**src/rtl/arb_resource_resp.sv**
```systemverilog
// arb_resource_resp: resource-side ack/serve responder for the N-way arbiter.
// Define ARB_RESP_CNT_EN to build the saturating per-requester grant counters.
module arb_resource_resp #(
  parameter int N = 4,
  parameter int SVC_CYCLES = 3,
  parameter int CNT_W = 8
) (
  input  logic                 clk,
  input  logic                 rst,
  input  logic                 req,
  output logic                 ack,
  input  logic [N-1:0]         grant_vec,
  output logic [N-1:0]         owner,
  output logic                 busy,
  output logic                 done,
  output logic                 err_multi,
  input  logic [$clog2(N)-1:0] cnt_sel,
  output logic [CNT_W-1:0]     cnt_out
);
  localparam logic [1:0] IDLE = 2'd0, ACK = 2'd1, SERVE = 2'd2, DONE = 2'd3;
  logic [1:0] state;
  logic [7:0] timer;
  logic one_hot, multi;
  assign one_hot = grant_vec != '0 && (grant_vec & (grant_vec - 1'b1)) == '0;
  assign multi = grant_vec != '0 && !one_hot;
  assign ack = state == ACK;
  assign busy = state == SERVE;
  assign done = state == DONE;
  always_ff @(posedge clk) begin
    if (rst) begin
      state <= IDLE;
      owner <= '0;
      timer <= '0;
      err_multi <= 1'b0;
    end else begin
      case (state)
        IDLE: state <= req ? ACK : IDLE;
        ACK: begin
          state <= one_hot ? SERVE : IDLE;
          owner <= one_hot ? grant_vec : '0;
          timer <= 8'(SVC_CYCLES - 1);
          err_multi <= err_multi | multi;
        end
        SERVE: begin
          state <= timer == '0 ? DONE : SERVE;
          timer <= timer == '0 ? timer : timer - 1'b1;
        end
        default: begin
          state <= IDLE;
          owner <= '0;
        end
      endcase
    end
  end
`ifdef ARB_RESP_CNT_EN
  logic [CNT_W-1:0] cnt [N];
  always_ff @(posedge clk)
    for (int i = 0; i < N; i++)
      if (rst) cnt[i] <= '0;
      else if (ack && one_hot && grant_vec[i] && cnt[i] != '1) cnt[i] <= cnt[i] + 1'b1;
  assign cnt_out = 32'(cnt_sel) < N ? cnt[cnt_sel] : '0;
`else
  logic unused_cnt_sel;
  assign unused_cnt_sel = ^cnt_sel;
  assign cnt_out = '0;
`endif
endmodule

```
**config.mk**
```make
export PLATFORM = sky130hd
export DESIGN_NAME = arb_resource_resp
export DESIGN_NICKNAME = d
export VERILOG_FILES = /design/src/rtl/arb_resource_resp.sv
export SDC_FILE = /design/constraint.sdc
export NUM_CORES = 1
export LEC_CHECK = 0
export CORE_MARGIN = 2
export CORE_UTILIZATION = 50
export DETAILED_ROUTE_END_ITERATION = 10
export HOLD_SLACK_MARGIN = 0.06
export PLACE_DENSITY = 0.81
export SYNTH_ARGS = -nofsm -noshare
export SYNTH_HDL_FRONTEND = slang
export SYNTH_SLANG_ARGS = --single-unit
```
**constraint.sdc**
```tcl
create_clock -name clk -period 4.6 [get_ports clk]
set_input_delay 0.92 -clock clk [delete_from_list [all_inputs] [get_ports clk]]
set_output_delay 0.92 -clock clk [all_outputs]
set_load 0.01 [all_outputs]
```
; Yosys cells after proc, flatten, opt, wreduce, memory -nomap -nowiden
; Index checks and enable logic that the tools add are counted.
[word_totals]
reg_bits = 15
inputBits = 9
wordCells = 30
[classes]
addsub = 2
eq_ne = 4
n_mux = 8
bitwise_logic = 2
n_reduce_logical = 10
[ops]
columns = cell, n
row1 = $pmux W8 S2, 1
row2 = $logic_not A8 Y1, 1
row3 = $mux W8, 1
row4 = $pmux W4 S2, 1
row5 = $sub A8 B1 Y8 const B, 1
row6 = $pmux W2 S3, 1
row7 = $and A4 B4 Y4, 1
row8 = $eq A2 B2 Y1 const B, 2
row9 = $logic_not A4 Y1, 1
row10 = $mux W4, 1
row11 = $reduce_bool A4 Y1, 1
row12 = $sub A4 B1 Y4 const B, 1
row13 = $eq A2 B1 Y1 const B, 1
row14 = $logic_and A1 B1 Y1, 2
row15 = $logic_not A2 Y1, 1
row16 = $mux W1, 2
row17 = $mux W2, 1
row18 = $ne A2 B2 Y1 const B, 1
row19 = $reduce_and A2 Y1, 1
row20 = $reduce_bool A2 Y1, 1
row21 = $reduce_or A2 Y1, 1
row22 = $logic_not A1 Y1, 1
row23 = $or A1 B1 Y1, 1

; Depth between registers and ports, before layout
[logic_depth]
depth_word = 7
ltp_mapped = 5
depth_no_buf = 5

; Least setup slack after synthesis
; Ideal clock, no wire load.
[synth_path]
path_type = reg2out
start = register state[1]
end = output busy
arrival_time_ns = 0.892
t_required_ns = 3.680
setup_slack_ns = 2.788
path_stages_with_launch = 3
path_buffers = 1
cell_sequence = dfxtp_1 > clkbuf_1 > nor2b_1
[synth_via]
elab_chain_len = 1
[synth_rtl]
columns = element, line
row1 = from (decl), 21  ; logic [1:0] state;
row2 = from (signal assigned), 37  ; IDLE: state <= req ? ACK : IDLE;
row3 = from (signal assigned), 39  ; state <= one_hot ? SERVE : IDLE;
row4 = from (signal assigned), 45  ; state <= timer == '0 ? DONE : SERVE;
row5 = $eq A2 B2 Y1, 27  ; assign busy = state == SERVE;
row6 = to (decl), 14  ; output logic busy,
; Every way passes these cells.

; Final worst setup path
[layout_path]
start = register state[1]
end = output ack
[layout_via]
elab_chain_len = 1
[layout_rtl]
columns = element, line
row1 = $eq A2 B1 Y1, 26  ; assign ack = state == ACK;
row2 = to (decl), 11  ; output logic ack,
; Every way passes these cells.

==> results.toml <==
[outcome]
run_status = "finished clean"

[clocking]
clk_latency_ns = 0.29
cts_resized = 0
cts_sinks = 15
cts_made_buffers = 3
tritoncts = "yes"
root_buffer = "clkbuf_4"
clock_path_buffers = 2
cts.hold.buffers_added = 0
cts_setup_buffers = 0
h-tree-depth = 1
clk_pin_slew_ns = 0.09

[timing]
worst_pin_slew_ns = 0.739
timing.fmax_mhz = 350
slew_headroom = 0.506
setup_viol = 0
finalHoldViolCount = 0
slew_viol_final = 0
fin_crit_sh = 0.621
skew_ns = 0.00758
fin_crit_ns = 2.85
setup-tns-final_ns = 0
rsz0062_at_grt = "no"
hold-worst-slack_ns = 0.458
fin_ws_ns = 1.75

[grt]
grt_pass1_vias = 624
grt_max_degree = 17
antenna_found_initial = 0
grt_use_total = 0.186
grt_overflow_total = 0
grt_pass1_wl_um = 2800

[logic_synthesis]
synth_cells = 104
synth_warnings = 0
ys_types = 39
ys_ff_latch = 15
ys_seq_area_frac = 0.340
mappedNetlistArea_sq_um = 882
avgSynthCellArea_sq_um = 8.48

[floorplanning]
die_x_um = 46
rows = 15
core_area_sq_um = 1690
die_area_sq_um = 2120
start_util = 0.522
io_pins = 25
die_h_um = 46

[flow_run]
maxCapViolations = 0

[setup_path]
cp-start-kind = "flop"
critical_path_class = "flop to output port"
end_kind = "output port"
required_ns = 3.68
critPathArrivalTime_ns = 1.93
critPathMaxFanout = 12

[cells_and_area]
fillers = 164
fin_nets = 128
fin_util = 0.598
final_cell_mix = "15 x dfxtp_1, 14 x clkdlybuf4s50_1, 9 x a21oi_1, 8 x conb_1, 6 x inv_1"
antenna_cells = 0
regArea_sq_um = 300
syn_to_final_growth_pct = 14.5
drive_above_1_share = 0.0684
final_common_cell = "dfxtp_1"
multi_input_area_sq_um = 495

[routing]
ant_nets = 0
drcViolationCount = 0
wl_per_cell_um = 12.9
vias_per_cell = 5.78
drt-initial-drc-count = 5
firstDrtPassIters = 3
routed_wl_um = 1730
vias = 774

[power]
p_leak_nw = 0.344
irDropWorstVdd_uv = 172
power_density_nw_per_um2 = 249

[placement]
portBuffers = 14
dp_slack_ns = 2.05
dpl.hpwl_um = 1230
place_congestion = 0.724

[worst_hold_path]
hold_class = "flop to flop"
==> layout make-up <==
cell class	count	area share
inverter	7	0.0260
multi-input combinational	77	0.491
timing repair buffer	14	0.139
clock buffer	4	0.0260
sequential	15	0.297
tap	17	0.0211
==> synthesized netlist by cell type <==
library cell	count	area [sq um]
dfxtp_1	15	300
a21oi_1	9	45.0
buf_4	8	60.1
inv_1	6	22.5
nand2b_1	5	31.3
nor2_1	5	18.8
o21ai_0	5	25.0
nor3_1	4	20.0
o211ai_1	4	30.0
or4_1	4	30.0
nor2b_1	3	18.8
a2111o_1	2	22.5
a31oi_1	2	12.5
clkbuf_1	2	7.51
nand2_1	2	7.51
nand3b_1	2	15.0
nand4_1	2	12.5
nor4_1	2	12.5
or3_1	2	12.5
a211o_1	1	8.76
a211oi_2	1	12.5
and2_1	1	6.26
and4_1	1	8.76
buf_2	1	5.00
clkbuf_8	1	13.8
clkinv_1	1	3.75
conb_1	1	3.75
ha_1	1	12.5
maj3_1	1	10.0
mux2_2	1	11.3
nand3_1	1	5.00
nor3b_1	1	7.51
nor4b_1	1	8.76
nor4b_2	1	15.0
o21bai_1	1	7.51
o311ai_0	1	8.76
or2_2	1	6.26
or4b_4	1	13.8
xor2_1	1	8.76
==> per-layer routing <==
metal / wire (um) / global-route usage / up-vias
li1: - / - / 390
met1: 807 / 0.248 / 363
met2: 802 / 0.275 / 16
met3: 81 / 0.0516 / 5
met4: 37 / 0.0857 / 0
met5: 0 / 0 / -
==> metrics by stage <==
step	total power, mW	instance area, sq um	cells
2_1_floorplan	0.168	908	111
3_3_place_gp	0.176	983	130
3_5_place_dp	0.178	983	130
4_1_cts	0.252	1010	134
5_1_grt	0.264	1010	134
6_report	0.252	1010	134
==> kinds of logic (layout without fill, tap and decap cells) <==
family / Yosys count / in the layout / synth area share
xor gates and xnor gates: 1 / 1 / 0.00993
other: 1 / 8 / 0.00425
adders and majority gates: 2 / 2 / 0.0255
muxes: 1 / 1 / 0.0128
DFF: 15 / 15 / 0.340
buffers and inverters: 19 / 25 / 0.128
AOI/OAI and AO/OA: 26 / 26 / 0.196
and+or+nand+nor: 39 / 39 / 0.284
==> worst max-delay path, stage by stage (launching register included) <==
cell and delay [ns]:
dfxtp_1 0.53, nand2b_1 0.29, clkinv_1 0.28, clkdlybuf4s50_1 0.55
==> registers in the layout, indices dropped and copies added, names as in the netlist <==
name	flops
state	2
owner	4
timer	8
err_multi	1
==> report_power, final <==
part	internal, mW	switching [mW]	total [mW]
combinational	0.0166	0.0213	0.0380
clock	0.0337	0.0434	0.0771
sequential	0.133	0.00402	0.137
==> final timing paths <==
path | end | cells after the start | start | slack [ns]
worst max-delay path | ack | 3 | state[1]$_SDFF_PP0_ | 1.75
worst min-delay path | err_multi$_SDFFE_PP0P_ | 2 | err_multi$_SDFFE_PP0P_ | 0.46
worst max register to register | timer[1]$_SDFFE_PP0P_ | 5 | timer[0]$_SDFFE_PP0P_ | 2.84
worst min register to register | err_multi$_SDFFE_PP0P_ | 2 | err_multi$_SDFFE_PP0P_ | 0.46
No activity file was read; power rests on OpenSTA's default activity.
